$ cat src/rtl/sopc_nios2_0_oci_dct_unpacker_if.sv
// ----------------------------------------------------------------------------
// sopc_nios2_0_oci_dct_unpacker_if
//   Bundles the packed DCT word input stream, the unpacked trace-entry output
//   stream, the flush request and the drop statistics of the DCT unpacker.
//
//   Signals
//     dct_valid / dct_ready      word handshake (source -> unpacker)
//     dct_buffer [29:0]          packed entries, entry k = dct_buffer[2k+1:2k]
//     dct_count  [3:0]           number of valid entries (0..15)
//     flush                      discard held word and pending entries
//     entry_valid / entry_ready  entry handshake (unpacker -> sink)
//     entry_data [1:0]           current trace entry
//     entry_last                 current entry is the last of its word
//     overflow                   sticky: a word was offered while not ready
//     drop_count                 saturating count of dropped words
//
//   Modports
//     slave  : the unpacker's view
//     master : the environment's view (word source, entry sink, control)
// ----------------------------------------------------------------------------
interface sopc_nios2_0_oci_dct_unpacker_if #(
    parameter int DROP_CNT_W = 8
);
    logic                  dct_valid;
    logic                  dct_ready;
    logic [29:0]           dct_buffer;
    logic [3:0]            dct_count;
    logic                  flush;
    logic                  entry_valid;
    logic                  entry_ready;
    logic [1:0]            entry_data;
    logic                  entry_last;
    logic                  overflow;
    logic [DROP_CNT_W-1:0] drop_count;

    modport slave (
        input  dct_valid, dct_buffer, dct_count, flush, entry_ready,
        output dct_ready, entry_valid, entry_data, entry_last, overflow, drop_count
    );

    modport master (
        output dct_valid, dct_buffer, dct_count, flush, entry_ready,
        input  dct_ready, entry_valid, entry_data, entry_last, overflow, drop_count
    );
endinterface

$ cat src/rtl/sopc_nios2_0_oci_dct_unpacker.sv
// ----------------------------------------------------------------------------
// sopc_nios2_0_oci_dct_unpacker
//   Reader side of the OCI compressed-trace buffer. Takes a packed 30-bit word
//   holding up to 15 two-bit trace entries and emits them one per cycle, LSB
//   field first, on a valid/ready stream. Words offered while busy are dropped
//   and counted; flush discards everything in flight.
//
//   Ports
//     clk    single clock
//     reset  synchronous, active-high reset
//     bus    sopc_nios2_0_oci_dct_unpacker_if.slave (word in, entry out,
//            flush, overflow / drop_count statistics)
//
//   Parameters
//     DROP_CNT_W  width of the saturating dropped-word counter; must match
//                 the DROP_CNT_W of the connected interface
// ----------------------------------------------------------------------------
module sopc_nios2_0_oci_dct_unpacker #(
    parameter int DROP_CNT_W = 8
) (
    input  logic                               clk,
    input  logic                               reset,
    sopc_nios2_0_oci_dct_unpacker_if.slave     bus
);

    typedef enum logic {
        IDLE  = 1'b0,
        SHIFT = 1'b1
    } state_t;

    state_t                state;
    logic [29:0]           shreg;
    logic [3:0]            rem;
    logic                  overflow_q;
    logic [DROP_CNT_W-1:0] drop_count_q;

    logic entry_fire;
    logic word_accept;
    logic word_drop;

    // Entry outputs come straight from state registers, so they are glitch-free
    // and take effect one cycle after the word is accepted.
    assign bus.entry_valid = (state == SHIFT);
    assign bus.entry_data  = shreg[1:0];
    assign bus.entry_last  = (state == SHIFT) && (rem == 4'd1);
    assign bus.overflow    = overflow_q;
    assign bus.drop_count  = drop_count_q;

    assign entry_fire = bus.entry_valid && bus.entry_ready;

    // Ready again on the cycle the last entry leaves, so a waiting word reloads
    // the shift register with no bubble between words.
    assign bus.dct_ready = (state == IDLE) || (entry_fire && bus.entry_last);

    // Zero-count words are neither loaded nor treated as lost.
    assign word_accept = bus.dct_valid && bus.dct_ready && (bus.dct_count != 4'd0);
    assign word_drop   = bus.dct_valid && !bus.dct_ready && (bus.dct_count != 4'd0);

    // NOTE: all state below is updated with non-blocking assignments so every
    // register samples the pre-edge values of the others, whatever the order.
    always_ff @(posedge clk) begin
        if (reset) begin
            state        <= IDLE;
            shreg        <= '0;
            rem          <= '0;
            overflow_q   <= 1'b0;
            drop_count_q <= '0;
        end else if (bus.flush) begin
            // Flush drops the held word and any offered word; statistics kept.
            state <= IDLE;
            shreg <= '0;
            rem   <= '0;
        end else begin
            if (word_accept) begin
                state <= SHIFT;
                shreg <= bus.dct_buffer;
                rem   <= bus.dct_count;
            end else if (entry_fire) begin
                if (rem == 4'd1) begin
                    // Clearing here keeps entry_data at zero while idle and
                    // hides the unused high fields of the word.
                    state <= IDLE;
                    shreg <= '0;
                    rem   <= '0;
                end else begin
                    shreg <= {2'b00, shreg[29:2]};
                    rem   <= rem - 4'd1;
                end
            end

            if (word_drop) begin
                overflow_q <= 1'b1;
                if (drop_count_q != {DROP_CNT_W{1'b1}}) begin
                    drop_count_q <= drop_count_q + 1'b1;
                end
            end
        end
    end

endmodule

$ cat src/flat_wrapper.sv
// flat-port wrapper written by rule: the top's interface ports become plain ports
module sopc_nios2_0_oci_dct_unpacker_flat 
#(
    parameter int DROP_CNT_W = 8
)
  (clk, reset, bus_dct_valid, bus_dct_buffer, bus_dct_count, bus_flush, bus_entry_ready, bus_dct_ready, bus_entry_valid, bus_entry_data, bus_entry_last, bus_overflow, bus_drop_count);
  sopc_nios2_0_oci_dct_unpacker_if #(.DROP_CNT_W(DROP_CNT_W)) bus_i ();
  input  logic clk;
  input  logic reset;
  input wire logic [$bits(bus_i.dct_valid)-1:0] bus_dct_valid;
  input wire logic [$bits(bus_i.dct_buffer)-1:0] bus_dct_buffer;
  input wire logic [$bits(bus_i.dct_count)-1:0] bus_dct_count;
  input wire logic [$bits(bus_i.flush)-1:0] bus_flush;
  input wire logic [$bits(bus_i.entry_ready)-1:0] bus_entry_ready;
  output wire logic [$bits(bus_i.dct_ready)-1:0] bus_dct_ready;
  output wire logic [$bits(bus_i.entry_valid)-1:0] bus_entry_valid;
  output wire logic [$bits(bus_i.entry_data)-1:0] bus_entry_data;
  output wire logic [$bits(bus_i.entry_last)-1:0] bus_entry_last;
  output wire logic [$bits(bus_i.overflow)-1:0] bus_overflow;
  output wire logic [$bits(bus_i.drop_count)-1:0] bus_drop_count;
  assign bus_i.dct_valid = bus_dct_valid;
  assign bus_i.dct_buffer = bus_dct_buffer;
  assign bus_i.dct_count = bus_dct_count;
  assign bus_i.flush = bus_flush;
  assign bus_i.entry_ready = bus_entry_ready;
  assign bus_dct_ready = bus_i.dct_ready;
  assign bus_entry_valid = bus_i.entry_valid;
  assign bus_entry_data = bus_i.entry_data;
  assign bus_entry_last = bus_i.entry_last;
  assign bus_overflow = bus_i.overflow;
  assign bus_drop_count = bus_i.drop_count;
  sopc_nios2_0_oci_dct_unpacker #(.DROP_CNT_W(DROP_CNT_W)) u_core (.clk(clk), .reset(reset), .bus(bus_i));
endmodule
$ cat config.mk
export PLATFORM = sky130hd
export DESIGN_NAME = sopc_nios2_0_oci_dct_unpacker_flat
export DESIGN_NICKNAME = d
export VERILOG_FILES = /design/src/rtl/sopc_nios2_0_oci_dct_unpacker_if.sv /design/src/rtl/sopc_nios2_0_oci_dct_unpacker.sv /design/src/flat_wrapper.sv
export SDC_FILE = /design/constraint.sdc
export NUM_CORES = 1
export LEC_CHECK = 0
export BUFFER_PORTS_ARGS = -buffer_cell sky130_fd_sc_hd__buf_2
export CAP_MARGIN = 25
export CORE_MARGIN = 3
export CORE_UTILIZATION = 49
export CTS_BUF_LIST = sky130_fd_sc_hd__clkbuf_2 sky130_fd_sc_hd__clkbuf_4 sky130_fd_sc_hd__clkbuf_8
export DETAILED_ROUTE_END_ITERATION = 16
export HOLD_SLACK_MARGIN = 0.12
export PLACE_DENSITY = 0.83
export SYNTH_ARGS = -nofsm -noshare
export SYNTH_HDL_FRONTEND = slang
export SYNTH_SLANG_ARGS = --single-unit
export TNS_END_PERCENT = 100
$ cat constraint.sdc
create_clock -name clk -period 1.6 [get_ports clk]
set_input_delay 0.32 -clock clk [delete_from_list [all_inputs] [get_ports clk]]
set_output_delay 0.32 -clock clk [all_outputs]
set_load 0.01 [all_outputs]
Word level (Yosys, flattened, before mapping). Index checks and enable logic that the tools add are counted.

Add/subtract/negate cells: 2. Multiply operators: 0. Divide/modulo/power cells: 0. $lt $le $gt $ge: 0. Equality and inequality tests: 2. Shift-type cells: 0. Multiplexer cells: 9. Bitwise gates (word level): 2. Reductions and logical operators: 16.

Operator list (count): 30-bit two-way mux (2); 28-bit two-way mux (1); 4-bit two-way mux (3); 8-bit by 1-bit adder with 8-bit output, second input constant (1); 8-bit != test, second input constant (1); 1-bit logical AND (7); 4-bit by 1-bit == test with 1-bit output, second input constant (1); 2-bit AND reduction (2); 2-bit nonzero test (2); 4-bit nonzero test (1); 4-bit by 1-bit subtractor with 4-bit output, second input constant (1); 1-bit two-way mux (3); 3-bit AND reduction (1); 1-bit inverter (2); 2-bit OR reduction (1); 1-bit logical NOT (1); 1-bit logical OR (1).

Flip-flop bits (word level): 44. Bits in latches: 0. Bits in writable memories: 0. ROM bits: 0. Input bits: 39. Output and inout bits: 14. Logic and storage cells: 36. Memories: 0.

Depth between registers and ports, before layout. Gate-level depths: netlist of the first run.

Word-level depth: 8. Depth in mapped cells: 7. Depth with buffers taken out: 6.

Least setup slack after synthesis of the first run. Ideal clock, no wire load.

Path kind: register to register. Start point: register u_core.rem[1]. End point: register u_core.shreg[16]. Setup time: 0.128 ns. Arrival: 1.561 ns. Data required time: 1.472 ns. Slack: -0.088 ns. Cell stages (with the launch flop): 8. Buffers on the path: 1. Period minus slack after synthesis: 1.688 ns. Path through: dfxtp_1 > inv_1 > ha_1 > nor3b_2 > nor2_1 > clkbuf_1 > a222oi_1 > nor2_1.

Longest elaborated chain between the ends: 7. Elaborated cells on any way between the ends: 10. Those cells by class: eq/ne (1); mux (3); reduce/logical (6).

Ends and longest elaborated chain: start, declared (RTL line sopc_nios2_0_oci_dct_unpacker.sv:33) `logic [3:0] rem;`; start signal, assigned (RTL line sopc_nios2_0_oci_dct_unpacker.sv:77) `rem <= bus.dct_count;`; start signal, assigned (RTL line sopc_nios2_0_oci_dct_unpacker.sv:87) `rem <= rem - 4'd1;`; 4-bit by 1-bit == test with 1-bit output (*) (RTL line sopc_nios2_0_oci_dct_unpacker.sv:45, sopc_nios2_0_oci_dct_unpacker.sv:79); 1-bit logical AND (RTL line sopc_nios2_0_oci_dct_unpacker.sv:45) `assign bus.entry_last = (state == SHIFT) && (rem == 4'd1);`; 1-bit logical AND (RTL line sopc_nios2_0_oci_dct_unpacker.sv:53) `assign bus.dct_ready = (state == IDLE) || (entry_fire && bus.entry_last);`; 1-bit logical OR (RTL line sopc_nios2_0_oci_dct_unpacker.sv:53); 1-bit logical AND (2 in series) (RTL line sopc_nios2_0_oci_dct_unpacker.sv:56) `assign word_accept = bus.dct_valid && bus.dct_ready && (bus.dct_count != 4'd0);`; 30-bit two-way mux or 2-bit nonzero test (tied branches); end signal, assigned (RTL line sopc_nios2_0_oci_dct_unpacker.sv:76) `shreg <= bus.dct_buffer;`; end signal, assigned (RTL line sopc_nios2_0_oci_dct_unpacker.sv:86) `shreg <= {2'b00, shreg[29:2]};`; end, declared (RTL line sopc_nios2_0_oci_dct_unpacker.sv:32) `logic [29:0] shreg;`.

Mark *: on every way between the ends. The rest lies on a longest branch, timed or not. The select of a mux whose other input is x is not followed. A chain may end at the register's enable or synchronous reset.

Final worst setup path of the first run.
Start point: register u_core.rem[1]. End point: register u_core.shreg[6].

Same word-level chain as after synthesis.

==> results.ini, run 1 <==
[logic_synthesis]
synth_fp_nets = 262
synthMuxAreaShare = 0.005722
avgSynthCellArea_um2 = 8.946
synth_adder_area_share = 0.01907
synth_compound_area_frac = 0.2530
synthesis.area_mm2 = 0.001968
syn_inst = 220
ys_seq_elements = 44
synth_top_family_by_area = compound AO/OA/AOI/OAI gates
synth_cell_types = 44
synth_flop_cell = dfxtp_1
async_reset_ff_frac = 0
synth-edff-count = 0
ys_seq_area_frac = 0.4476
synth_simple_gate_area_frac = 0.2149
yosysWarnings = 0
synthXorXnorAreaFrac = 0

[cts]
cts_buffer_depth = 2
cts_buffers = 5
clock_latency_ns = 0.30
cts_root_buffer = clkbuf_8
path_clk_slew_ns = 0.09
cts_tree = yes
htree_levels = 2
cts.sinks = 44

[sta]
slew_headroom = 0.7109
slew_violations = 0
fin_ws_ns = -0.1449
fmax_mhz = 573.1
fin_crit_sh = 1.091
hold_slack_ns = 0.2580
period_minus_slack_ns = 1.745
finClkSkew_ns = 0.01015
setup_violations = 24
hold_viol = 0
worstMarginPinSlew_ns = 0.4322
rsz0062_at_grt = yes
setup_tns_ns = -2.078

[floorplan]
num_rows = 22
die_h_um = 69.38
die_area_mm2 = 0.004813
chipWidth_um = 69.38
core_area_mm2 = 0.003771
ios = 53
start_util = 0.5219

[setup_path]
critPathCaptureType = flop
timing.critical_path.buf_inv = 4
critical_path.top_delay_family = buffers and inverters
slowest_stage = dfxtp_2
slowest_delay_ns = 0.34
arrival_ns = 1.98
worstPathCellList = inv_2, ha_4, nor3b_4, buf_6, buf_4, a22oi_4, buf_12, o22ai_2, nor3_4
path_class = flop to flop
crit_required_ns = 1.83
start_kind = flop
path_max_fanout = 7

[cells_and_area]
fillers = 211
final_cell_mix = buf_2, dfxtp_1, nor2_1
final_cells = 355
final_common_cell = buf_2
n_antenna_cell = 0
utilization = 0.8155
drive_gt1_frac = 0.4919
stdcell_area_mm2 = 0.003075
final_nets = 348
synthToLayoutAreaGrowth_pct = 56.26

[min_path]
hold_path.class = input pin to flop

[route]
dr_total_vias = 2241
firstDrtPassIters = 5
vias_per_cell = 6.313
post-route-drc-count = 0
drtIter0Drc = 314
routed_wl_um = 7105
wire_per_inst_um = 20.01
antenna_left = 0

[global_routing]
use_met3 = 0.06667
grt_usage = 0.2337
antenna_found_initial = 0
grt_overflow = 0
grt_use_met2 = 0.3729
grt_pass1_vias = 2082
grt_max_degree = 23
grt_pass1_wl_um = 9273
grt_use_met1 = 0.2919
top_usage_layer = met2

[run]
drv_cap = 0

[power]
power_switching_mw = 0.6836
combPwrFrac = 0.211
power_frac_clock = 0.308
p_leak_nw = 1.223
total_power_mw = 2.425
swShare = 0.2819
pwr-share-seq = 0.480
vdd_drop_max_v = 0.0008701
power_density_mw_per_mm2 = 788.5
p_int_mw = 1.741

[place]
place_ws_ns = -0.2918
dpl.cell_count = 335
io_buffer_count = 52
placed_area_mm2 = 0.002501
gp_congestion = 0.9023
hpwl_um = 3569

[status]
violations = negative setup slack
status = finished with violations

power by group through the flow:
stage	registers, mW	logic, mW	clock network (mW)
floorplan	1.18	0.192	0
global placement	1.18	0.327	0
detailed placement	1.18	0.336	0
CTS	1.15	0.360	0.748
global route	1.17	0.548	0.802
finish	1.16	0.513	0.747
metal layers:
metal  wire length, µm  share of wire
met5                 0              0
met4               430          0.061
met3               555          0.078
met2              3523           0.50
met1              2596           0.37
Yosys cell counts (2+ instances only):
cell	number	area (µm²)
o21ai_0	5	25.02
and2_1	2	12.51
or4_1	2	15.01
nor3_1	14	70.07
nor2b_1	3	18.77
nand2_1	8	30.03
o21ai_1	2	10.01
o211ai_1	2	15.01
a31oi_1	2	12.51
a22oi_1	2	15.01
nand4_1	2	12.51
nand3_1	3	15.01
buf_2	4	20.02
inv_1	7	26.28
ha_1	3	37.54
nor2_1	36	135.1
clkbuf_1	8	30.03
o22ai_1	13	81.33
a21oi_1	12	60.06
buf_4	4	30.03
dfxtp_1	44	880.8
a222oi_1	15	150.1
or3_1	3	18.77
o41ai_1	3	26.28
o31ai_1	2	15.01
flip-flops by register name (all words and copies together) (netlist names):
| signal | cells |
|---|---|
| u_core.rem | 4 |
| u_core.shreg | 30 |
| u_core.bus.entry_valid | 1 |
| u_core.bus.drop_count | 8 |
| u_core.bus.overflow | 1 |
kinds of logic (layout without fill, tap and decap cells):
logic type | Yosys count | count (layout)
flip-flops | 44 | 44
AO/OA/AOI/OAI | 65 | 65
AND/OR/NAND/NOR | 83 | 84
adder cells (fa/ha/maj) | 3 | 3
multiplexers | 1 | 1
buffers and inverters | 24 | 110
repair_timing:
| item | CTS | global route |
|---|---|---|
| hold buffers | 0 | 0 |
| endpoints found under the setup margin | 30 | 40 |
| resized for setup | 10 | 56 |
| setup buffers | 3 | 3 |
| pin swaps | 1 | 24 |
| cloned | 2 | 4 |
area by class of cell:
type                       count  area, µm²  share of cell area
clock buffer                   7      90.09             0.02929
clock inverter                 1      7.507            0.002441
inverter                       7      26.28            0.008544
multi-input combinational    153       1323              0.4300
sequential                    44      884.6              0.2876
tap                           48      60.06             0.01953
timing repair buffer          95      684.4              0.2225
worst paths after layout:
| kind | from | end | slack (ns) | cells after the start |
|---|---|---|---|---|
| worst max-delay path | u_core.rem[1]$_SDFFE_PP0P_ | u_core.shreg[6]$_SDFFE_PP0P_ | -0.14 | 9 |
| worst min-delay path | bus_dct_buffer[26] | u_core.shreg[26]$_SDFFE_PP0P_ | 0.26 | 3 |
| worst max register to register | u_core.rem[1]$_SDFFE_PP0P_ | u_core.shreg[6]$_SDFFE_PP0P_ | -0.14 | 9 |
| worst min register to register | u_core.bus.overflow$_SDFFE_PP0P_ | u_core.bus.overflow$_SDFFE_PP0P_ | 0.46 | 2 |
worst min-delay path, cell delays in order:
cell and delay, ns:
buf_2 0.07, a222oi_1 0.05, nor2_1 0.08
No activity file was read; power rests on OpenSTA's default activity.
==> run 2: changes to the inputs <==
- GPL_TIMING_DRIVEN: unset -> 0
- SLEW_MARGIN: unset -> 15
==> run 2 against run 1 <==
Net effect: non-clock buffer count down 13; die area unchanged; highest routed layer unchanged; critical path type is now flop to output port; critical endpoint is now bus_entry_last; via count down 11%; clock power up 34%; routed wire length down 27%; register-to-register slack better by 0.08 ns; design area down 12%; the flow still finishes with violations (negative setup slack).
==> results.ini, run 2 (synthesized netlist as in run 1, its figures left out) <==
[cells_and_area]
n_antenna_cell = 0  ; unchanged
final_nets = 334  ; -4.0%
final_cell_mix = buf_2, nor2_1, dfxtp_1
synthToLayoutAreaGrowth_pct = 37.95
regMostFlops = u_core.shreg
drive_gt1_frac = 0.4110  ; -0.08090
largest_reg_flops = 30  ; unchanged
final_common_cell = buf_2

[setup_path]
timing.critical_path.buf_inv = 2  ; -2
reg2reg_from = u_core.rem[1]$_SDFFE_PP0P_
crit_start = u_core.rem[1]$_SDFFE_PP0P_
slowest_stage = dfxtp_2
arrival_ns = 1.36  ; -0.62 ns
crit_required_ns = 1.28  ; -0.55 ns
critical_path.top_delay_family = simple AND/OR/NAND/NOR gates
worstPathCellList = inv_2, ha_4, nor3b_4, and2_1, buf_2
path_max_fanout = 4  ; -3
slowest_delay_ns = 0.33  ; about the same
critPathCaptureType = output port
path_class = flop to output port
start_kind = flop

[global_routing]
grt_max_degree = 14  ; -39%
grt_usage = 0.2177  ; -0.01602
grt_overflow = 0  ; unchanged
grt_pass1_wl_um = 8576  ; -7.5%
grt_pass1_vias = 1833  ; -12%
antenna_found_initial = 0  ; unchanged

[floorplan]
num_rows = 22  ; unchanged
start_util = 0.5219  ; unchanged
die_area_mm2 = 0.004813  ; unchanged
chipWidth_um = 69.38  ; unchanged
die_h_um = 69.38  ; unchanged
core_area_mm2 = 0.003771  ; unchanged
ios = 53  ; unchanged

[cts]
cts_buffers = 5  ; unchanged
path_clk_slew_ns = 0.09  ; about the same
cts_tree = yes
clock_latency_ns = 0.30  ; about the same
htree_levels = 2  ; unchanged
cts_root_buffer = clkbuf_8
cts_buffer_depth = 2  ; unchanged
ctsHoldBuffers = 0  ; unchanged
cts.sinks = 44  ; unchanged

[sta]
fmax_mhz = 594.2  ; +3.7%
worstMarginPinSlew_ns = 0.4687  ; +0.03652 ns
setup_tns_ns = -0.4456  ; +1.632 ns
setup_violations = 11  ; -54%
fin_crit_sh = 1.052  ; -0.03876
slew_violations = 0  ; unchanged
slew_headroom = 0.6875  ; -0.02336
period_minus_slack_ns = 1.683  ; -0.06202 ns
rsz0062_at_grt = yes
fin_ws_ns = -0.08284  ; +0.06202 ns
hold_viol = 0  ; unchanged
finClkSkew_ns = 0.007988  ; -0.002159 ns

[run]
drv_cap = 0  ; unchanged

[power]
total_power_mw = 2.505  ; +3.3%
power_density_mw_per_mm2 = 922.7  ; +17%
vdd_drop_max_v = 0.0006214  ; -29%
p_leak_nw = 1.087  ; -11%

[route]
vias_per_cell = 5.894  ; -6.6%
routed_wl_um = 5201  ; -27%
antenna_left = 0  ; unchanged
wire_per_inst_um = 15.30  ; -24%
firstDrtPassIters = 6  ; +1
dr_total_vias = 2004  ; -11%
drtIter0Drc = 241  ; -23%
post-route-drc-count = 0  ; unchanged

[min_path]
hold_path.class = input pin to flop
min_from = bus_dct_buffer[23]

[status]
violations = negative setup slack
status = finished with violations

[place]
hpwl_um = 3382  ; -5.2%
io_buffer_count = 52  ; unchanged
gp_congestion = 0.8894  ; -1.4%
place_ws_ns = -0.2979  ; -0.006195 ns

## run 2: cell types whose count changed in the layout (fill, tap and decap cells not counted), sizes merged
cell | before | now
clkinvlp | 1 | 0
nor2 | 37 | 36
clkbuf | 9 | 13
buf | 93 | 74
bufinv | 0 | 2
## run 2: per-layer routing
metal	vias to the layer above	part of all wire	global-route usage
met3	11	0.068	0.05942
met2	85	0.46	0.3400
li1	977	-	-
met1	931	0.45	0.2831
met4	0	0.018	0.08894
met5	-	0	0
## run 2: worst paths after layout
path	endpoint	slack [ns]	cells after the start
setup / recovery	bus_entry_last	-0.08	5
hold / removal	u_core.shreg[23]$_SDFFE_PP0P_	0.25	3
setup reg to reg	u_core.bus.drop_count[4]$_SDFFE_PP0P_	-0.06	6
hold reg to reg	u_core.bus.overflow$_SDFFE_PP0P_	0.45	2
## run 2: area by class of cell
| class | count | area [µm²] |
|---|---|---|
| buffer | 17 | 138.9 |
| clock buffer | 5 | 68.82 |
| clock inverter | 2 | 60.06 |
| fill | 275 | 1056 |
| inverter | 7 | 26.28 |
| multi-input combinational | 152 | 1099 |
| sequential | 44 | 893.4 |
| tap | 48 | 60.06 |
| timing repair buffer | 65 | 369.1 |
## run 2: tightest hold or removal path, stage by stage
cell,delay (ns)
buf_2,0.07
a222oi_1,0.05
nor2_1,0.08
## run 2: power by group
part           internal [mW]  switching [mW]
combinational          0.169           0.181
sequential              1.13          0.0240
clock                  0.615           0.384
total                   1.92           0.589
## run 2: metrics by stage
step                area (µm²)  hold slack, ns    util  std cells
floorplan                 1996          0.4484       -        220
global placement          2316          0.4348  0.6141        320
detailed placement        2316          0.4369  0.6141        320
CTS                       2616          0.2531  0.6938        337
global route              2715          0.2692  0.7200        340
finish                    2715          0.2533  0.7200        340
## run 2: timing repair
action,4_1_cts,5_1_grt
gates cloned,1,0
pin swaps,4,9
endpoints found under the setup margin,33,41
buffers inserted,9,3
resized for setup,29,21
==> run 3: changes to the inputs <==
- PLACE_DENSITY: 0.83 -> 0.75
- TNS_END_PERCENT: 100 -> 50
==> run 3 against run 2 <==
Net effect: the flow still finishes with violations (negative setup slack); clock power decreased by 16%; worst hold slack improved by 0.0094 ns; final cell count is 0.88% lower; clock skew fell by 0.00098 ns; sequential cell count unchanged; largest cell class unchanged.
==> results.ini, run 3 (synthesized netlist as in run 1, its figures left out) <==
[min_path]
hold_path.class = input pin to flop
holdPathStages = 3  ; unchanged

[floorplan]
core_area_mm2 = 0.003771  ; unchanged
die_area_mm2 = 0.004813  ; unchanged
ios = 53  ; unchanged
chipWidth_um = 69.38  ; unchanged
num_rows = 22  ; unchanged
start_util = 0.5219  ; unchanged
die_h_um = 69.38  ; unchanged

[sta]
setup_tns_ns = -0.5408  ; -0.09517 ns
fmax_mhz = 588.7  ; -0.92%
fin_ws_ns = -0.09854  ; -0.01570 ns
finClkSkew_ns = 0.007006  ; -0.0009822 ns
worstMarginPinSlew_ns = 0.5111  ; +0.04234 ns
slew_violations = 0  ; unchanged
setup_violations = 13  ; +2
rsz0062_at_grt = yes
slew_headroom = 0.6580  ; -0.02948
fin_crit_sh = 1.062  ; +0.009813
period_minus_slack_ns = 1.699  ; +0.01570 ns
hold_viol = 0  ; unchanged

[cts]
htree_levels = 2  ; unchanged
cts_buffers = 5  ; unchanged
ctsHoldBuffers = 0  ; unchanged
clock_latency_ns = 0.29  ; about the same
path_clk_slew_ns = 0.08  ; about the same
cts_tree = yes
cts.sinks = 44  ; unchanged
cts_root_buffer = clkbuf_8
cts_buffer_depth = 2  ; unchanged

[power]
total_power_mw = 2.332  ; -6.9%
power_switching_mw = 0.5575  ; -5.4%
p_int_mw = 1.775  ; -7.4%
combPwrFrac = 0.145  ; +0.005
p_leak_nw = 1.057  ; -2.8%
power_density_mw_per_mm2 = 883.8  ; -4.2%
swShare = 0.2391  ; +0.003822
vdd_drop_max_v = 0.0007734  ; +24%
pwr-share-seq = 0.496  ; +0.034
power_frac_clock = 0.359  ; -0.040

[cells_and_area]
fillers = 308  ; +12%
stdcell_area_mm2 = 0.002639  ; -2.8%
largest_reg_flops = 30  ; unchanged
final_nets = 330  ; -1.2%
final_common_cell = buf_2
utilization = 0.6997  ; -0.02024
final_cell_mix = buf_2, nor2_1, dfxtp_1
drive_gt1_frac = 0.3841  ; -0.02688
synthToLayoutAreaGrowth_pct = 34.07
regMostFlops = u_core.shreg
n_antenna_cell = 0  ; unchanged

[setup_path]
timing.critical_path.buf_inv = 2  ; unchanged
arrival_ns = 1.38  ; +0.02 ns
slowest_delay_ns = 0.35  ; +0.02 ns
crit_required_ns = 1.28  ; about the same
r2r_cells = 6  ; unchanged
critPathCaptureType = output port
critical_path.top_delay_family = simple AND/OR/NAND/NOR gates
rrSetupSlack_ns = -0.09  ; -0.03 ns
worstPathCellList = inv_2, ha_4, nor3b_4, and2_1, buf_2
path_depth = 5  ; unchanged
path_max_fanout = 4  ; unchanged
start_kind = flop
slowest_stage = dfxtp_2
path_class = flop to output port

[status]
violations = negative setup slack
status = finished with violations

[global_routing]
grt_overflow = 0  ; unchanged
antenna_found_initial = 0  ; unchanged
grt_max_degree = 14  ; unchanged
grt_pass1_vias = 1808  ; -1.4%
grt_pass1_wl_um = 8114  ; -5.4%
grt_usage = 0.2040  ; -0.01366

[place]
placed_area_mm2 = 0.002316  ; unchanged
io_buffer_count = 52  ; unchanged
hpwl_um = 3488  ; +3.1%
gp_congestion = 0.8605  ; -3.2%

[route]
antenna_left = 0  ; unchanged
firstDrtPassIters = 5  ; -1
drtIter0Drc = 154  ; -36%
post-route-drc-count = 0  ; unchanged
routed_wl_um = 5019  ; -3.5%
dr_total_vias = 1971  ; -1.6%
vias_per_cell = 5.849  ; -0.77%
wire_per_inst_um = 14.89  ; -2.6%

[run]
drv_cap = 0  ; unchanged

## run 3: power groups by stage
stage | clock (mW) | combinational, mW | sequential (mW)
4_1_cts | 0.855 | 0.323 | 1.16
2_1_floorplan | 0 | 0.192 | 1.18
5_1_grt | 0.897 | 0.369 | 1.16
3_3_place_gp | 0 | 0.288 | 1.18
6_report | 0.838 | 0.338 | 1.16
3_5_place_dp | 0 | 0.292 | 1.18
## run 3: tightest hold or removal path, delay by kind of cell
kind | cells | cell delay [ns]
AO/OA/AOI/OAI | 1 | 0.05
buffers and inverters | 1 | 0.08
AND/OR/NAND/NOR | 1 | 0.07
## run 3: path summary, 6_finish.rpt
path	startpoint	endpoint
setup / recovery	u_core.rem[1]$_SDFFE_PP0P_	bus_entry_last
hold / removal	bus_dct_buffer[24]	u_core.shreg[24]$_SDFFE_PP0P_
setup reg to reg	u_core.rem[1]$_SDFFE_PP0P_	u_core.bus.drop_count[5]$_SDFFE_PP0P_
hold reg to reg	u_core.bus.overflow$_SDFFE_PP0P_	u_core.bus.overflow$_SDFFE_PP0P_
## run 3: cell type report
type                            count  area [µm²]  area share
Multi-Input combinational cell    152        1062      0.4026
Buffer                             17       145.1     0.05500
Clock buffer                        6       76.32     0.02892
Timing Repair Buffer               61       339.1      0.1285
Tap cell                           48       60.06     0.02276
Sequential cell                    44       894.6      0.3390
Inverter                            7       26.28    0.009957
Clock inverter                      2       35.03     0.01328
## run 3: metal layers
| metal | vias up | track usage | share of wire | wire [µm] |
|---|---|---|---|---|
| met1 | 923 | 0.2669 | 0.45 | 2252 |
| met5 | - | 0 | 0 | 0 |
| met3 | 10 | 0.05217 | 0.064 | 322 |
| li1 | 971 | - | - | - |
| met2 | 67 | 0.3220 | 0.47 | 2350 |
| met4 | 0 | 0.07809 | 0.019 | 93 |
## run 3: timing repair
action	4_1_cts	5_1_grt
hold endpoints to repair	0	0
setup buffers	6	2
gates cloned	1	0
pin swaps	4	9
endpoints found under the setup margin	35	40
resized for setup	24	21
## run 3: stage by stage
step | instances | hold WS (ns) | setup WS [ns]
finish | 337 | 0.2627 | -0.09854
global placement | 320 | 0.4352 | -0.3293
global route | 337 | 0.2684 | -0.1642
CTS | 335 | 0.2608 | -0.08669
detailed placement | 320 | 0.4371 | -0.3341
floorplan | 220 | 0.4484 | 0.001262
